--- config.mk ---
export PLATFORM = sky130hd
export DESIGN_NAME = apu_mixer
export DESIGN_NICKNAME = d
export VERILOG_FILES = /design/src/rtl/apu_mixer.sv
export SDC_FILE = /design/constraint.sdc
export NUM_CORES = 1
export LEC_CHECK = 0
export CORE_MARGIN = 3
export CORE_UTILIZATION = 55
export DETAILED_ROUTE_END_ITERATION = 8
export PLACE_DENSITY_LB_ADDON = 0.15
export SETUP_SLACK_MARGIN = 0.02
export SYNTH_ARGS = -nofsm -noshare
export SYNTH_HDL_FRONTEND = slang
export SYNTH_SLANG_ARGS = --single-unit
--- constraint.sdc ---
create_clock -name clk -period 3.1 [get_ports clk]
set_input_delay 0.62 -clock clk [delete_from_list [all_inputs] [get_ports clk]]
set_output_delay 0.62 -clock clk [all_outputs]
set_load 0.01 [all_outputs]
--- src/rtl/apu_mixer.sv ---
// APU channel mixer: weighted sum of five channels, one channel per cycle, scaled to N bits.
// Optional DC-blocking filter stage enabled by defining APU_MIXER_DC_FILTER_EN.
module apu_mixer #(
    parameter int unsigned N = 8
) (
    input  logic         clk,
    input  logic         n_reset,
    input  logic         start,
    input  logic [3:0]   pulse1,
    input  logic [3:0]   pulse2,
    input  logic [3:0]   triangle,
    input  logic [3:0]   noise,
    input  logic [6:0]   dmc,
    input  logic [4:0]   mask,
    output logic [N-1:0] audio,
    output logic         valid,
    output logic         busy
);

`ifdef APU_MIXER_DC_FILTER_EN
    typedef enum logic [1:0] {StIdle, StAcc, StFilt, StOut} state_e;
    localparam logic [N-1:0] AudioRst = N'(128);
`else
    typedef enum logic [1:0] {StIdle, StAcc, StOut} state_e;
    localparam logic [N-1:0] AudioRst = '0;
`endif

    state_e       state_q;
    logic [9:0]   acc_q;
    logic [2:0]   idx_q;
    logic [3:0]   p1_q, p2_q, tri_q, noi_q;
    logic [6:0]   dmc_q;
    logic [4:0]   mask_q;
    logic [N-1:0] audio_q;
    logic         valid_q;
    logic         busy_q;

    logic [9:0]   term;
    logic [9:0]   acc_sum;
    logic [9:0]   mix_sat;

    // Weighted contribution of the channel selected by idx_q.
    always_comb begin
        term = '0;
        case (idx_q)
            3'd0: term = mask_q[0] ? 10'd0 : 10'(p1_q) * 10'd8;
            3'd1: term = mask_q[1] ? 10'd0 : 10'(p2_q) * 10'd8;
            3'd2: term = mask_q[2] ? 10'd0 : 10'(tri_q) * 10'd9;
            3'd3: term = mask_q[3] ? 10'd0 : 10'(noi_q) * 10'd5;
            3'd4: term = mask_q[4] ? 10'd0 : 10'(dmc_q) * 10'd3;
            default: term = '0;
        endcase
    end

    always_comb begin
        acc_sum = acc_q + term;
        mix_sat = ((acc_sum >> 2) > 10'd255) ? 10'd255 : (acc_sum >> 2);
    end

`ifdef APU_MIXER_DC_FILTER_EN
    logic [9:0]         x_prev_q;
    logic signed [17:0] y_prev_q;
    logic signed [17:0] y;
    logic signed [17:0] y_biased;
    logic [7:0]         filt_sat;

    // First-order high-pass; 18 bits covers the worst-case recursive gain of ~32x.
    always_comb begin
        y = $signed({8'b0, acc_q}) - $signed({8'b0, x_prev_q}) + y_prev_q - (y_prev_q >>> 5);
        y_biased = 18'sd128 + (y >>> 2);
        if (y_biased < 18'sd0) begin
            filt_sat = 8'd0;
        end else if (y_biased > 18'sd255) begin
            filt_sat = 8'd255;
        end else begin
            filt_sat = y_biased[7:0];
        end
    end
`endif

    always_ff @(posedge clk or negedge n_reset) begin
        if (!n_reset) begin
            state_q  <= StIdle;
            acc_q    <= '0;
            idx_q    <= '0;
            p1_q     <= '0;
            p2_q     <= '0;
            tri_q    <= '0;
            noi_q    <= '0;
            dmc_q    <= '0;
            mask_q   <= '0;
            audio_q  <= AudioRst;
            valid_q  <= 1'b0;
            busy_q   <= 1'b0;
`ifdef APU_MIXER_DC_FILTER_EN
            x_prev_q <= '0;
            y_prev_q <= '0;
`endif
        end else begin
            valid_q <= 1'b0;
            case (state_q)
                StIdle: begin
                    if (start) begin
                        p1_q    <= pulse1;
                        p2_q    <= pulse2;
                        tri_q   <= triangle;
                        noi_q   <= noise;
                        dmc_q   <= dmc;
                        mask_q  <= mask;
                        acc_q   <= '0;
                        idx_q   <= '0;
                        busy_q  <= 1'b1;
                        state_q <= StAcc;
                    end
                end
                StAcc: begin
                    acc_q <= acc_sum;
                    idx_q <= idx_q + 3'd1;
                    if (idx_q == 3'd4) begin
`ifdef APU_MIXER_DC_FILTER_EN
                        state_q <= StFilt;
`else
                        // Audio lands on the final accumulate edge; OUT is the valid cycle.
                        audio_q <= N'(mix_sat);
                        valid_q <= 1'b1;
                        state_q <= StOut;
`endif
                    end
                end
`ifdef APU_MIXER_DC_FILTER_EN
                StFilt: begin
                    x_prev_q <= acc_q;
                    y_prev_q <= y;
                    audio_q  <= N'(filt_sat);
                    valid_q  <= 1'b1;
                    state_q  <= StOut;
                end
`endif
                StOut: begin
                    busy_q  <= 1'b0;
                    state_q <= StIdle;
                end
                default: state_q <= StIdle;
            endcase
        end
    end

    assign audio = audio_q;
    assign valid = valid_q;
    assign busy  = busy_q;

endmodule

Word level (Yosys, flattened, before mapping)
Index checks and enable logic that the tools add are counted.
{ "totals": {"ram_bits": 0, "rom_bits": 0, "latch_bits": 0, "in_bits": 31, "out_inout_bits": 10, "register_bits": 53, "wordCells": 53, "n_memories": 0} }
{ "classes": {"n_reduce_logical": 9, "div": 0, "eq_ne": 8, "bitwise_logic": 0, "mul": 3, "shift": 0, "n_mux": 18, "magnitude_cmp": 1, "add_sub_neg": 2} }
{ "op_table": {"columns": ["cell", "n"], "rows": [
  ["9-bit one-hot mux with 5 select lines", 1],
  ["7-bit two-way mux", 3],
  ["10-bit one-hot mux with 2 select lines", 1],
  ["8-bit two-way mux", 2],
  ["10-bit adder", 1],
  ["10-bit two-way mux", 1],
  ["2-bit AND reduction", 5],
  ["7-bit by 2-bit multiplier with 9-bit output, second input constant", 1],
  ["9-bit two-way mux", 1],
  ["8-bit > comparator, second input constant", 1],
  ["4-bit by 4-bit multiplier with 8-bit output, second input constant", 1],
  ["4-bit by 3-bit multiplier with 7-bit output, second input constant", 1],
  ["3-bit by 2-bit == test with 1-bit output, second input constant", 2],
  ["3-bit one-hot mux with 2 select lines", 1],
  ["2-bit two-way mux", 2],
  ["2-bit inequality test, second input constant", 2],
  ["2-bit one-hot mux with 2 select lines", 1],
  ["2-bit nonzero test", 2],
  ["3-bit by 1-bit adder with 3-bit output, second input constant", 1],
  ["3-bit by 1-bit == test with 1-bit output, second input constant", 1],
  ["3-bit == test, second input constant", 1],
  ["3-bit zero test", 1],
  ["1-bit two-way mux", 3],
  ["3-bit two-way mux", 1],
  ["4 further kinds", 4]
]} }

Logic depth before layout (Yosys ltp)
Gate-level depths: netlist (run 1).
{ "depth": {"word_depth": 6, "mapped_depth": 15, "ltp_nobuf": 13} }

Worst setup path after synthesis (run 1)
No wires, ideal clock.
{ "synth_path": {"path_type": "flip-flop to flip-flop", "start": "register dmc_q[1]", "end": "register acc_q[9]", "arrival_time_ns": 2.611, "stages_incl_launch_ff": 14, "setup_slack_ns": 0.355, "period_less_slack_ns": 2.745, "n_path_buf": 0, "t_required_ns": 2.966, "setup_time_ns": 0.134, "cell_sequence": "dfrtp_1 > ha_1 > fa_1 > a21oi_1 > o21ai_0 > a21oi_1 > xor2_1 > o21ai_0 > ha_1 > nand2_1 > o21ai_0 > inv_1 > o2111ai_1 > o211ai_1"} }
{ "synth_between": {"elab_chain_cells": 5} }
{ "synth_lines": {"columns": ["element", "line_no", "source"], "rows": [
  ["from (decl)", "32", "logic [6:0] dmc_q;"],
  ["from (signal assigned)", "108", "dmc_q <= dmc;"],
  ["7-bit by 2-bit multiplier with 9-bit output", "50", "3'd4: term = mask_q[4] ? 10'd0 : 10'(dmc_q) * 10'd3;"],
  ["9-bit two-way mux", "50", null],
  ["9-bit one-hot mux with 5 select lines", "45", "case (idx_q)"],
  ["10-bit adder", "56", "acc_sum = acc_q + term;"],
  ["10-bit one-hot mux with 2 select lines", "101", "case (state_q)"],
  ["to (signal assigned)", "117", "acc_q <= acc_sum;"],
  ["to (decl)", "29", "logic [9:0] acc_q;"]
]} }
No other way between the ends.
A chain may end at the register's enable or synchronous reset.

Final worst setup path (run 1)
{ "layout_path": {"start": "register noi_q[1]", "end": "register acc_q[6]"} }
{ "layout_between": {"elab_chain_cells": 5} }
{ "layout_lines": {"columns": ["element", "line_no", "source"], "rows": [
  ["from (decl)", "31", "logic [3:0] p1_q, p2_q, tri_q, noi_q;"],
  ["from (signal assigned)", "107", "noi_q <= noise;"],
  ["4-bit by 3-bit multiplier with 7-bit output", "49", "3'd3: term = mask_q[3] ? 10'd0 : 10'(noi_q) * 10'd5;"],
  ["7-bit two-way mux", "49", null],
  ["9-bit one-hot mux with 5 select lines", "45", null],
  ["10-bit adder", "56", null],
  ["10-bit one-hot mux with 2 select lines", "101", null]
]} }
No other way between the ends.

==> results.ini, run 1 <==
[drt]
wirelength_um = 6370
wl_per_cell_um = 15.6
drcViolationCount = 0
drtIter0Drc = 164
viasPerCell = 5.57
wl_met2_um = 3090
via_count = 2274
wl_met1_um = 2920
top_layer_used = met4
final_antenna_net_count = 0
dr.pass1.iters = 4
dr_wl_met3_um = 252

[clocking]
clkTransAtPathRegs_ns = 0.09
htreeDepth = 2
cts_made_buffers = 5
clock_latency_ns = 0.31
cts_tree = done
root_buffer = clkbuf_8
ctsLongestPathBuffers = 2
clock-sinks = 53

[timing]
fin_worst_skew_ns = 0.00470
timing.final.ws_setup_ns = 0.151
setup_viol = 0
hold_viol = 0
holdWs_ns = 0.304
slew_viol_final = 0
maxSlewHeadroom = 0.579
tns_ns = 0
worstMarginPinSlew_ns = 0.631
period_share = 0.951
period_minus_slack_ns = 2.95
fmax_mhz = 339

[critical_path]
critPathArrivalTime_ns = 3.12
crit_type = flop to flop
reg2reg_depth = 11
cp.required_ns = 3.28
crit_top_cell = ha_1
crit_path_cell_trace = ha_1, ha_2, fa_1, a22oi_2, o211ai_1, ha_1, o21ai_2, o21bai_1, a21oi_1, xor2_1, o21ai_1
critical_path.startpoint_type = flop
slowest_delay_ns = 0.45
cp-end-kind = flop
cpMaxStageDelayCell = fa_1
worstPathMaxFanout = 5

[synthesis]
ys_types = 38
syn_area_um2 = 3040
netlist.area_leader.share = 0.436
synth_area_leaders = dfrtp_1 (44%), ha_1 (12%), mux2_2 (9.2%), nand2_1 (4.9%), xor2_1 (2.9%)
syn_nets = 347
syn_area_per_cell_um2 = 10.7
synth_common_cells = dfrtp_1 (53), nand2_1 (40), ha_1 (28)
async_flop_share = 1.00
synth-seq-cells = 53
synth_top_cell_by_area = dfrtp_1
synthCells = 285
synth_edf_count = 0
seq_area_frac_synth = 0.436
synthFlopType = dfrtp_1
synth.most_common_cell = dfrtp_1
ys_warn_count = 0

[power]
power_density_nw_per_um2 = 1090
p_int_mw = 2.36
seq_power_share = 0.318
switchingPower_mw = 1.74
p_leak_nw = 1.66
p_sw_frac = 0.424
peakVddDrop_mv = 0.548
combPwrFrac = 0.589
clkPwrFrac = 0.093
power.total_mw = 4.09

[die]
core_um2 = 5240
dieWidth_um = 80.4
chipHeight_um = 80.4
dieArea_um2 = 6460
num_rows = 26
boundaryPins = 41
initial_core_util = 0.581

[placed_design]
placed_cells = 394
dp_slack_ns = -0.0520
io_buffers = 40
routabilityCongestion = 0.858
hpwlAfterDp_um = 4750
place_area_um2 = 3550

[finish]
area_growth_pct = 22.9
layoutNonFillerInstCount = 408
fin_area_um2 = 3740
nFillCells = 396
fin_util = 0.715
drive_gt1_frac = 0.216
num_antenna_cells = 0
final_nets = 399

[global_routing]
grt_pass1_wl_um = 10700
antenna_found_initial = 0
grt_pass1_vias = 2349
grtUsageTotal = 0.214
grt_overflow = 0
grt_max_degree = 41

[flow_run]
drv_cap = 0

[hold_path]
hold_class = input port to async pin

[status]
status = finished clean

==> placed cells by master (no fill, tap or decap), drive strengths merged, types with 2 or more instances in the layout <==
cell / instances
o211ai: 4
o21ai: 22
a21o: 6
inv: 9
o21bai: 3
buf: 16
o2111ai: 2
nand2b: 2
nand3: 5
a211oi: 2
nand2: 40
mux2: 27
a21oi: 16
clkbuf: 6
xnor2: 4
ha: 28
xor2: 10
o22ai: 6
dfrtp: 53
nand4: 2
nor2: 8
clkdlybuf4s50: 39
clkinv: 3
a22oi: 10
nor2b: 3
nor3b: 4
fa: 3
==> final timing paths <==
| check | start | endpoint | slack (ns) |
|---|---|---|---|
| max | noi_q[1] | acc_q[6] | 0.15 |
| min | n_reset | mask_q[1] | 0.30 |
| max reg2reg | noi_q[1] | acc_q[6] | 0.15 |
| min reg2reg | audio[6] | audio[6] | 0.49 |
| max in group asynchronous | n_reset | dmc_q[1] | 2.49 |
| min in group clk | audio[6] | audio[6] | 0.49 |
==> layout make-up <==
cell class	count	area, um2	share of cell area
clock buffers	6	72.6	0.0194
inverters	10	37.5	0.0100
well taps	70	87.6	0.0234
flip-flops and latches	53	1330	0.355
clock inverters	2	10.0	0.00267
multi-input cells	212	1700	0.454
repair buffers	55	508	0.136
==> per-layer routing <==
metal,global-route usage,vias to the layer above
met1,0.280,1094
met2,0.360,48
met4,0.0676,0
met5,0,-
li1,-,1121
met3,0.0392,11
==> state kept, by name, indices dropped and copies added, names as in the netlist, 2 cells and up <==
| signal | count |
|---|---|
| audio | 8 |
| mask_q | 5 |
| idx_q | 3 |
| tri_q | 4 |
| state_q | 2 |
| p2_q | 4 |
| p1_q | 4 |
| noi_q | 4 |
| dmc_q | 7 |
| acc_q | 10 |
==> worst max-delay path, delay by kind of cell, from the launching register on <==
kind / cells / cell delay, ns
DFF: 1 / 0.41
AOI/OAI and AO/OA: 6 / 0.78
adders and majority gates: 4 / 1.35
xor gates and xnor gates: 1 / 0.27
==> power by group through the flow <==
stage          sequential (mW)  combinational (mW)  clock, mW
2_1_floorplan             1.25                1.64          0
3_3_place_gp              1.29                2.12          0
3_5_place_dp              1.30                2.20          0
4_1_cts                   1.29                2.22      0.387
5_1_grt                   1.34                2.71      0.419
6_report                  1.30                2.41      0.382
==> logic make-up after synthesis <==
family / Yosys count / synth area share
compound gates: 75 / 0.158
flops: 53 / 0.436
xor+xnor: 14 / 0.0403
simple gates: 65 / 0.103
buf+inv: 20 / 0.0288
mux: 27 / 0.0999
fa+ha+maj: 31 / 0.135
==> repair_timing <==
item                                    4_1_cts  5_1_grt
hold buffers                                  0        0
pin swaps                                     0        8
resized for setup                             3       16
buffers inserted                              0        6
endpoints found under the setup margin        4        9
No activity file was read; power rests on OpenSTA's default activity.
==> inputs of run 2 (changes only) <==
Settings changed: CORE_MARGIN 3 to default.
==> results.ini, run 2 (synthesized netlist as in run 1, its figures left out) <==
[timing]
setup_viol = 0  ; unchanged
period_share = 0.964  ; was 0.951
fin_worst_skew_ns = 0.00450  ; was 0.00470 ns
rsz0062_at_grt = true
maxSlewHeadroom = 0.599  ; was 0.579
worstMarginPinSlew_ns = 0.602  ; was 0.631 ns
period_minus_slack_ns = 2.99  ; was 2.95 ns
slew_viol_final = 0  ; unchanged
tns_ns = 0  ; unchanged
fmax_mhz = 335  ; was 339 MHz
timing.final.ws_setup_ns = 0.112  ; was 0.151 ns
hold_viol = 0  ; unchanged

[clocking]
ctsLongestPathBuffers = 2  ; unchanged
clock_latency_ns = 0.31  ; about the same
clock-sinks = 53  ; unchanged
htreeDepth = 2  ; unchanged
cts_made_buffers = 5  ; unchanged
ctsHoldBuffers = 0  ; unchanged
clkTransAtPathRegs_ns = 0.10  ; was 0.09 ns
root_buffer = clkbuf_8  ; unchanged
cts_tree = done  ; unchanged

[critical_path]
critPathArrivalTime_ns = 3.22  ; was 3.12 ns
cpMaxStageDelayCell = dfrtp_1  ; was fa_1
crit_type = flop to flop  ; unchanged
cp.required_ns = 3.33  ; was 3.28 ns
slowest_delay_ns = 0.42  ; was 0.45 ns
critPathTopFamily = adder cells  ; unchanged
cp-end-kind = flop  ; unchanged
path_buf_inv = 0  ; unchanged
critical_path.startpoint_type = flop  ; unchanged
crit_path_cell_trace = ha_1, ha_1, fa_1, xor2_1, a22oi_1, nand3_1, ha_4, nand2_1, o21ai_1, nand2_1, xor2_2, o22ai_1  ; was ha_1, ha_2, fa_1, a22oi_2, o211ai_1, ha_1, o21ai_2, o21bai_1, a21oi_1, xor2_1, o21ai_1
worstPathMaxFanout = 5  ; unchanged

[die]
initial_core_util = 0.585  ; was 0.581
dieArea_um2 = 5840  ; was 6460 um2
boundaryPins = 41  ; unchanged
num_rows = 26  ; unchanged
chipHeight_um = 76.4  ; was 80.4 um
dieWidth_um = 76.4  ; was 80.4 um
core_um2 = 5200  ; was 5240 um2

[finish]
drive_gt1_frac = 0.209  ; was 0.216
largest_register_ffs = 10  ; unchanged
layoutNonFillerInstCount = 405  ; was 408
area_growth_pct = 22.5  ; was 22.9%
final_cell_mix = dfrtp_1 (52), nand2_1 (40), clkdlybuf4s50_1 (39)  ; was dfrtp_1 (51), nand2_1 (40), clkdlybuf4s50_1 (39)
final_common_cell = dfrtp_1  ; unchanged
regMostFlops = acc_q  ; unchanged
fin_area_um2 = 3730  ; was 3740 um2
num_antenna_cells = 0  ; unchanged
nFillCells = 388  ; was 396
final_nets = 396  ; was 399

[drt]
wirelength_um = 6410  ; was 6370 um
via_count = 2330  ; was 2274
final_antenna_net_count = 0  ; unchanged
viasPerCell = 5.75  ; was 5.57
drcViolationCount = 0  ; unchanged
drtIter0Drc = 227  ; was 164
wl_per_cell_um = 15.8  ; was 15.6 um
dr.pass1.iters = 5  ; was 4

[placed_design]
routabilityCongestion = 0.883  ; was 0.858
io_buffers = 40  ; unchanged
dp_slack_ns = 0.0202  ; was -0.0520 ns
hpwlAfterDp_um = 4560  ; was 4750 um
place_area_um2 = 3530  ; was 3550 um2
placed_cells = 391  ; was 394

[global_routing]
grtUsageTotal = 0.234  ; was 0.214
grt_max_degree = 41  ; unchanged
antenna_found_initial = 0  ; unchanged
grt_pass1_wl_um = 10800  ; was 10700 um
grt_overflow = 0  ; unchanged
grt_pass1_vias = 2292  ; was 2349

[power]
power.total_mw = 4.13  ; was 4.09 mW
p_leak_nw = 1.65  ; was 1.66 nW
peakVddDrop_mv = 0.470  ; was 0.548 mV
power_density_nw_per_um2 = 1110  ; was 1090 nW/um2

[flow_run]
drv_cap = 0  ; unchanged

[hold_path]
hold_class = input port to async pin  ; unchanged

[status]
status = finished clean  ; unchanged

-- run 2: final timing paths --
kind	from	end	slack [ns]	cells after the start
max in group asynchronous	n_reset	dmc_q[1]	1.99	2
setup reg to reg	noi_q[1]	acc_q[7]	0.11	12
min in group clk	audio[0]	audio[0]	0.49	2
hold reg to reg	audio[0]	audio[0]	0.49	2
setup / recovery	noi_q[1]	acc_q[7]	0.11	12
hold / removal	n_reset	audio[2]	0.28	1
-- run 2: where the power goes --
part / total [mW] / internal, mW / switching, mW
Sequential: 1.30 / 1.02 / 0.271
Combinational: 2.41 / 1.16 / 1.25
Clock: 0.420 / 0.182 / 0.238
-- run 2: worst register-to-register path, cell delays in order (launching register included) --
cell and delay, ns:
dfrtp_1 0.42, ha_1 0.31, ha_1 0.24, fa_1 0.39, xor2_1 0.17, a22oi_1 0.21, nand3_1 0.17, ha_4 0.33
nand2_1 0.07, o21ai_1 0.15, nand2_1 0.11, xor2_2 0.16, o22ai_1 0.16
-- run 2: cell type report --
cell class              instances  area [um2]  area share
flip-flops and latches         53        1330       0.356
clock inverters                 2        13.8     0.00369
well taps                      70        87.6      0.0235
clock buffers                   6        82.6      0.0221
inverters                      10        37.5      0.0101
repair buffers                 52         485       0.130
multi-input cells             212        1700       0.455
-- run 2: stage by stage --
stage	hold WS, ns	utilization
2_1_floorplan	0.324	-
3_3_place_gp	0.466	0.678
3_5_place_dp	0.474	0.678
4_1_cts	0.304	0.698
5_1_grt	0.324	0.717
6_report	0.280	0.717
-- run 2: repair_timing --
item,CTS,global route
resized for setup,2,14
pin swaps,0,7
endpoints found under the setup margin,2,10
setup buffers,0,6
-- run 2: routing by layer --
layer  vias up  GRT usage  part of all wire
li1       1115          -                 -
met1      1135      0.317              0.46
met2        65      0.383              0.48
met3        15     0.0395             0.040
met4         0     0.0788             0.020
met5         -          0                 0
